--- src/rtl/text_console_writer.sv ---
// Text console writer: turns a byte stream into text RAM writes,
// tracks the cursor and scrolls via a row-offset register.
module text_console_writer #(
  parameter int          COLS   = 50,
  parameter int          ROWS   = 37,
  parameter int          ADDR_W = 11,
  parameter logic [7:0]  BLANK  = 8'h20
) (
  input  logic              clk_in,
  input  logic              rst_n_in,
  input  logic [7:0]        char_in,
  input  logic              char_valid_in,
  output logic              char_ready_out,
  input  logic              clear_in,
  output logic              wr_en_out,
  output logic [ADDR_W-1:0] wr_addr_out,
  output logic [7:0]        wr_data_out,
  output logic [5:0]        cursor_col_out,
  output logic [5:0]        cursor_row_out,
  output logic [5:0]        scroll_row_out,
  output logic              busy_out
);

  localparam int TOTAL = COLS * ROWS;
  localparam logic [ADDR_W-1:0] LAST_FILL = ADDR_W'(TOTAL - 1);
  localparam logic [ADDR_W-1:0] LAST_LINE = ADDR_W'(COLS - 1);
  localparam logic [5:0] LAST_COL = 6'(COLS - 1);
  localparam logic [5:0] LAST_ROW = 6'(ROWS - 1);

  typedef enum logic [1:0] {
    S_CLEAR,
    S_IDLE,
    S_EXEC,
    S_LINECLR
  } state_t;

  state_t state_q, state_d;

  logic [ADDR_W-1:0] fill_q;
  logic [ADDR_W-1:0] line_base_q;
  logic [5:0]        col_q, row_q, scroll_q;
  logic [7:0]        char_q;
  logic              clr_pend_q;
  logic              accept, do_nl;

  logic is_print, is_cr, is_lf, is_bs, is_ff;
  logic in_print;
  logic [5:0] scroll_inc;
  logic [ADDR_W-1:0] cur_addr, bs_addr;

  // Logical (row, col) to RAM address through the scroll offset.
  function automatic logic [ADDR_W-1:0] addr_of(
    input logic [5:0] r,
    input logic [5:0] s,
    input logic [5:0] c
  );
    logic [6:0] sum;
    sum = {1'b0, r} + {1'b0, s};
    if (sum >= 7'(ROWS))
      sum = sum - 7'(ROWS);
    return ADDR_W'(sum) * ADDR_W'(COLS) + ADDR_W'(c);
  endfunction

  assign is_print = (char_q >= 8'h20) && (char_q <= 8'h7E);
  assign is_cr    = (char_q == 8'h0D);
  assign is_lf    = (char_q == 8'h0A);
  assign is_bs    = (char_q == 8'h08);
  assign is_ff    = (char_q == 8'h0C);
  assign in_print = (char_in >= 8'h20) && (char_in <= 8'h7E);

  assign scroll_inc = (scroll_q == LAST_ROW) ? 6'd0 : scroll_q + 6'd1;
  assign cur_addr   = addr_of(row_q, scroll_q, col_q);
  assign bs_addr    = addr_of(row_q, scroll_q, col_q - 6'd1);

  assign char_ready_out = rst_n_in && (state_q == S_IDLE) && !clear_in;
  assign busy_out = !rst_n_in || (state_q == S_CLEAR) ||
                    (state_q == S_LINECLR);

  assign cursor_col_out = col_q;
  assign cursor_row_out = row_q;
  assign scroll_row_out = scroll_q;

  // State register.
  always_ff @(posedge clk_in) begin
    if (!rst_n_in)
      state_q <= S_CLEAR;
    else
      state_q <= state_d;
  end

  // Next state, accept strobe and newline decision.
  always_comb begin
    state_d = state_q;
    accept  = 1'b0;
    do_nl   = 1'b0;
    unique case (state_q)
      S_CLEAR: begin
        if (fill_q == LAST_FILL)
          state_d = S_IDLE;
      end
      S_IDLE: begin
        if (clear_in) begin
          state_d = S_CLEAR;
        end else if (char_valid_in) begin
          accept  = 1'b1;
          state_d = S_EXEC;
        end
      end
      S_EXEC: begin
        unique case (1'b1)
          is_print: do_nl = (col_q == LAST_COL);
          is_lf:    do_nl = 1'b1;
          default:  do_nl = 1'b0;
        endcase
        if (do_nl)
          state_d = S_LINECLR;
        else if (is_ff || clr_pend_q || clear_in)
          state_d = S_CLEAR;
        else
          state_d = S_IDLE;
      end
      S_LINECLR: begin
        if (fill_q == LAST_LINE)
          state_d = (clr_pend_q || clear_in) ? S_CLEAR : S_IDLE;
      end
      default: state_d = S_CLEAR;
    endcase
  end

  // Datapath: RAM write port, fill counter, cursor and scroll.
  always_ff @(posedge clk_in) begin
    if (!rst_n_in) begin
      wr_en_out   <= 1'b0;
      wr_addr_out <= '0;
      wr_data_out <= 8'h00;
      fill_q      <= '0;
      line_base_q <= '0;
      col_q       <= 6'd0;
      row_q       <= 6'd0;
      scroll_q    <= 6'd0;
      char_q      <= 8'h00;
      clr_pend_q  <= 1'b0;
    end else begin
      wr_en_out <= 1'b0;
      unique case (state_q)
        S_CLEAR: begin
          wr_en_out   <= 1'b1;
          wr_addr_out <= fill_q;
          wr_data_out <= BLANK;
          if (fill_q == LAST_FILL) begin
            fill_q     <= '0;
            col_q      <= 6'd0;
            row_q      <= 6'd0;
            scroll_q   <= 6'd0;
            clr_pend_q <= 1'b0;
          end else begin
            fill_q <= fill_q + 1'b1;
          end
        end
        S_IDLE: begin
          if (accept) begin
            char_q <= char_in;
            if (in_print) begin
              wr_en_out   <= 1'b1;
              wr_addr_out <= cur_addr;
              wr_data_out <= char_in;
            end else if (char_in == 8'h08 && col_q != 6'd0) begin
              wr_en_out   <= 1'b1;
              wr_addr_out <= bs_addr;
              wr_data_out <= BLANK;
            end
          end
        end
        S_EXEC: begin
          if (clear_in)
            clr_pend_q <= 1'b1;
          unique case (1'b1)
            is_print: col_q <= (col_q == LAST_COL) ? 6'd0 : col_q + 6'd1;
            is_cr:    col_q <= 6'd0;
            is_bs:    if (col_q != 6'd0) col_q <= col_q - 6'd1;
            default:  ;
          endcase
          if (do_nl) begin
            if (row_q < LAST_ROW) begin
              row_q       <= row_q + 6'd1;
              line_base_q <= addr_of(row_q + 6'd1, scroll_q, 6'd0);
            end else begin
              scroll_q    <= scroll_inc;
              line_base_q <= addr_of(LAST_ROW, scroll_inc, 6'd0);
            end
          end
        end
        S_LINECLR: begin
          if (clear_in)
            clr_pend_q <= 1'b1;
          wr_en_out   <= 1'b1;
          wr_addr_out <= line_base_q + fill_q;
          wr_data_out <= BLANK;
          if (fill_q == LAST_LINE)
            fill_q <= '0;
          else
            fill_q <= fill_q + 1'b1;
        end
        default: ;
      endcase
    end
  end

endmodule

--- config.mk ---
export PLATFORM = sky130hd
export DESIGN_NAME = text_console_writer
export DESIGN_NICKNAME = d
export VERILOG_FILES = /design/src/rtl/text_console_writer.sv
export SDC_FILE = /design/constraint.sdc
export NUM_CORES = 1
export LEC_CHECK = 0
export BUFFER_PORTS_ARGS = -buffer_cell sky130_fd_sc_hd__buf_2
export CORE_UTILIZATION = 62
export CTS_BUF_LIST = sky130_fd_sc_hd__clkbuf_4 sky130_fd_sc_hd__clkbuf_8 sky130_fd_sc_hd__clkbuf_16
export DETAILED_ROUTE_END_ITERATION = 12
export HOLD_SLACK_MARGIN = 0.12
export PLACE_DENSITY = 0.9
export SLEW_MARGIN = 40
export SYNTH_ARGS = -nofsm -noshare
export SYNTH_HDL_FRONTEND = slang
export SYNTH_SLANG_ARGS = --single-unit
--- constraint.sdc ---
create_clock -name clk_in -period 15 [get_ports clk_in]
set_input_delay 0.75 -clock clk_in [delete_from_list [all_inputs] [get_ports clk_in]]
set_output_delay 0.75 -clock clk_in [all_outputs]
set_load 0.005 [all_outputs]
Yosys cells after proc, flatten, opt, wreduce, memory -nomap -nowiden
Cells that the tools add are included.
Widths: inputs -> output; s select.

storage, ports and cells
  register bits after elaboration = 71
  bits in latches = 0
  RAM bits = 0
  bits in read-only memories = 0
  input port bits = 12
  output and inout port bits = 40
  logic and storage cells = 145
  memories = 0

cells by class
  $add $sub $neg = 14
  multipliers = 3
  divide/modulo/power cells = 0
  $lt $le $gt $ge = 8
  equal/unequal tests = 23
  shift-type cells = 0
  multiplexer cells = 56
  bitwise logic cells = 0
  reduce and logical (&&, ||, !) cells = 30

operator list
  kind                   number
  $mux 7                 11
  $mux 11                6
  $mux 6                 8
  $eq 8x4->1 const B     5
  $pmux 6 s2             3
  $pmux 11 s3            1
  $mul 7x5->10 const B   3
  $mux 8                 3
  $add 11x6->11          2
  $pmux 11 s2            1
  $ge 7x6->1 const B     3
  $sub 7x6->7 const B    3
  $add 6x1->6 const B    3
  $pmux 6 s3             1
  $ge 8x6->1 const B     2
  $le 8x7->1 const B     2
  $pmux 8 s2             1
  $add 6x6->7            2
  $eq 6x6->1 const B     2
  $mux 1                 12
  $reduce_and 3->1       4
  $reduce_and 4->1       3
  $add 11x1->11 const B  1
  $add 11x11->11         1
  other kinds (24)       51

Logic depth before layout (Yosys ltp)
  depth in word-level cells = 11
  depth in mapped cells = 26
  gate-level depth less buffers = 26

Least setup slack after synthesis
OpenSTA, ideal clock, no wires.

  kind = flip-flop to flip-flop
  start = register scroll_q[1] (netlist: scroll_row_out[1])
  end = register line_base_q[10]
  setup time = 0.122 ns
  arrival time = 5.238 ns
  required time = 14.878 ns
  path slack = 9.640 ns
  stages on the path, launching flop included = 27
  path buffers = 0
  cells stage by stage = dfxtp_1 > inv_1 > ha_1 > and4bb_2 > nor3_1 > a21oi_1 > inv_1 > ha_1 > o21ba_2 > o31ai_1 > o21ai_0 > and2_1 > nor2_1 > xor2_1 > ha_1 > ha_1 > inv_1 > fa_1 > inv_1 > ha_1 > a21oi_1 > o21bai_1 > a21oi_1 > xnor2_1 > xnor2_2 > mux2i_1 > o41ai_2

between the ends
  cells in the longest elaborated chain, start to end = 11

ends and longest elaborated chain
  what                                       RTL line  text
  start, declared                            41        logic [5:0] col_q, row_q, scroll_q;
  start signal, assigned                     188       scroll_q <= scroll_inc;
  $add 6x1->6 or $eq 6x6->1 (tied branches)  71        assign scroll_inc = (scroll_q == LAST_ROW) ? 6'd0 : scroll_q + 6'd1;
  $mux 6                                     71
  $add 6x6->7                                58        sum = {1'b0, r} + {1'b0, s};
  $sub 7x6->7 or $ge 7x6->1 (tied branches)  60, 59
  $mux 7                                     59        if (sum >= 7'(ROWS))
  $mux 7                                     184       if (row_q < LAST_ROW) begin
  $mux 7                                     183       if (do_nl) begin
  $mux 7                                     145       unique case (state_q)
  $mux 7                                     132       if (!rst_n_in) begin
  $mul 7x5->10                               61        return ADDR_W'(sum) * ADDR_W'(COLS) + ADDR_W'(c);
  $mux 11 (*)                                184
  end signal, assigned                       186       line_base_q <= addr_of(row_q + 6'd1, scroll_q, 6'd0);
  end signal, assigned                       189       line_base_q <= addr_of(LAST_ROW, scroll_inc, 6'd0);
  end, declared                              40        logic [ADDR_W-1:0] line_base_q;

Mark *: on every way between the ends. The rest lies on a longest branch, timed or not. The select of a mux whose other input is x is not followed.
A chain may end at the register's enable or synchronous reset.

Worst setup path in the final report
Ends and elaborated chain as after synthesis.

==> flow_summary.json <==
{
  "antenna_cells": 0,
  "clock-sinks": 70,
  "hold_viol_final": 0,
  "postCtsSetupBuffers": 0,
  "crit_type": "reg -> reg",
  "n_fill_cell": 865,
  "final_antenna_net_count": 0,
  "final_cells": 1049,
  "clk_latency_ns": 0.36,
  "period_minus_slack_ns": 5.95,
  "core_sq_mm": 0.0110,
  "yosys_most_used_dff": "dfxtp_1",
  "rows": 38,
  "drv_slew": 0,
  "p_leak_nw": 3.63,
  "dp.cells": 1033,
  "cts_buffers": 9,
  "layout_common_cells": "104 x ha_1, 88 x nor2_1, 80 x nand2_1",
  "cts_tree": "done",
  "final-setup-viol-count": 0,
  "ys_ff_latch": 70,
  "synth_area_sq_mm": 0.00708,
  "place_area_sq_mm": 0.00736,
  "crit_fanout": 8,
  "power.density_mw_per_mm2": 58.1,
  "ios": 52,
  "p_total_uw": 446,
  "ir_worst_vdd_mv": 0.0710,
  "hold_path_class": "reg -> reg",
  "drt-initial-drc-count": 623,
  "synth_area_leaders": "dfxtp_1 20%, ha_1 18%, xnor2_1 5.3%",
  "nets": 1030,
  "cts_resized": 0,
  "fmax_mhz": 168,
  "dr.pass1.iters": 6,
  "clkTransAtPathRegs_ns": 0.06,
  "status": "completed",
  "grt_util_all_layers_pct": 30.6,
  "vias_per_cell": 6.25,
  "rsz0062_at_grt": "no",
  "antenna_found_initial": 0,
  "ys_types": 90,
  "setup_tns_ns": 0,
  "grt_pass1_vias": 6114,
  "syn2layout_area_growth_pct": 8.52,
  "yosysTopAreaCellShare_pct": 19.8,
  "worstMarginPinSlew_ns": 0.756,
  "place_congestion": 0.939,
  "syn_area_per_cell_sq_um": 8.14,
  "wirelength_mm": 17.5,
  "clockBufferDepth": 2,
  "grt_overflow": 0,
  "register_area_sq_mm": 0.00140,
  "initial_core_util_pct": 64.5,
  "skew_ns": 0.00838,
  "cts_hold_buf": 0,
  "cts-htree-levels": 3,
  "final_common_cell": "ha_1",
  "final_cell_area_sq_mm": 0.00768,
  "worstPathRequired_ns": 15.24,
  "synth_area_leader_cell": "dfxtp_1",
  "synth_edf_count": 0,
  "grt_pass1_wl_mm": 28.3,
  "post-route-drc-count": 0,
  "post_drt_wl_per_cell_microns": 16.7,
  "yosysWarnings": 0,
  "layout-drive-gt1-share_pct": 11.2,
  "drv_cap": 0,
  "multi_input_area_sq_mm": 0.00532,
  "io_buffers": 51,
  "syn_inst": 870,
  "period_share_pct": 39.7,
  "ys_seq_area_share_pct": 19.8,
  "die-height_microns": 109,
  "num_vias": 6560,
  "dieArea_sq_mm": 0.0119,
  "die_w_microns": 109,
  "grt_max_degree": 33,
  "cp-end-kind": "register",
  "cp.arrival_ns": 6.19,
  "slew-limit-headroom_pct": 49.4,
  "async_flop_share_pct": 0,
  "hpwl_mm": 12.7,
  "root_buffer": "clkbuf_16",
  "crit_path_start_kind": "register",
  "synth_fp_nets": 996
}
==> critical path: stages (launching register included) <==
cell      delay, ns
dfxtp_1        0.38
inv_1          0.18
ha_1           0.19
and4bb_2       0.28
nor3_1         0.07
a21oi_1        0.19
inv_1          0.08
ha_1           0.39
o21ba_2        0.19
o31ai_1        0.39
o21ai_0        0.19
and2_1         0.25
nor2_1         0.13
xor2_1         0.27
ha_1           0.28
ha_1           0.28
inv_1          0.05
fa_1           0.52
inv_1          0.05
ha_1           0.33
a21oi_1        0.22
o21bai_1       0.09
a21oi_1        0.19
xnor2_1        0.18
xnor2_2        0.15
mux2i_1        0.24
o41ai_2        0.08
==> sequential cells by signal (all words and copies together) (netlist names), 6 cells and up <==
signal	count
char_q	8
cursor_col_out	6
cursor_row_out	6
fill_q	11
line_base_q	10
scroll_row_out	6
wr_addr_out	11
wr_data_out	8
==> cells in the mapped netlist, types with 5 or more instances <==
master and instances:
nor3_1 12, nand2b_1 10, ha_1 104, o21bai_1 7
and2_1 10, nor3b_1 5, o21ai_0 38, nor2b_1 15
xnor2_1 43, and3_1 7, nor2_1 88, a22oi_1 16
a311oi_1 10, nor4_1 5, nand3_1 26, o21a_1 7
a21o_1 10, xor2_1 24, a21oi_1 59, fa_1 10
dfxtp_1 70, buf_2 6, or3_1 7, clkbuf_1 21
mux2i_1 12, nand2_1 80, a211oi_1 11, nand4_1 12
nand3b_1 5, inv_1 47
==> stage by stage <==
| stage | utilization (%) | hold WS, ns | worst slack [ns] |
|---|---|---|---|
| 6_report | 70.0 | 0.461 | 9.05 |
| 5_1_grt | 70.0 | 0.474 | 8.66 |
| 3_5_place_dp | 67.0 | 0.449 | 9.13 |
| 3_3_place_gp | 67.0 | 0.440 | 9.36 |
| 2_1_floorplan | - | 0.440 | 9.64 |
| 4_1_cts | 70.0 | 0.460 | 9.11 |
==> metal layers <==
metal	track usage (%)	share of wire (%)
met1	37.9	43
met5	0	0
met3	3.89	6.1
met2	52.1	47
met4	15.3	3.4
==> worst paths after layout <==
| kind | from | end | slack (ns) | depth (start not counted) |
|---|---|---|---|---|
| setup / recovery | scroll_row_out[1] | line_base_q[10] | 9.05 | 26 |
| hold / removal | wr_data_out[2] | wr_data_out[2] | 0.46 | 2 |
| setup reg to reg | scroll_row_out[1] | line_base_q[10] | 9.05 | 26 |
| hold reg to reg | wr_data_out[2] | wr_data_out[2] | 0.46 | 2 |
==> cell type report <==
type	instances	share of cell area [%]
well taps	140	2.28
multi-input cells	721	69.3
clock buffers	11	3.13
clock inverters	5	1.07
repair buffers	55	3.71
inverters	47	2.30
flip-flops and latches	70	18.2
==> power breakdown <==
part | leakage [nW] | switching, mW | internal, mW
Clock | 0.161 | 0.0894 | 0.150
Sequential | 0.565 | 0.00183 | 0.187
Combinational | 2.90 | 0.0112 | 0.00643
==> cells by family after synthesis <==
kind of cell | after synthesis | share of synthesized area, %
AOI/OAI and AO/OA | 211 | 20.3
adders and majority gates | 114 | 21.2
muxes | 17 | 2.76
and+or+nand+nor | 310 | 22.1
xor gates and xnor gates | 69 | 8.83
buffers and inverters | 79 | 5.04
DFF | 70 | 19.8
(Power assumes the default switching activity.)
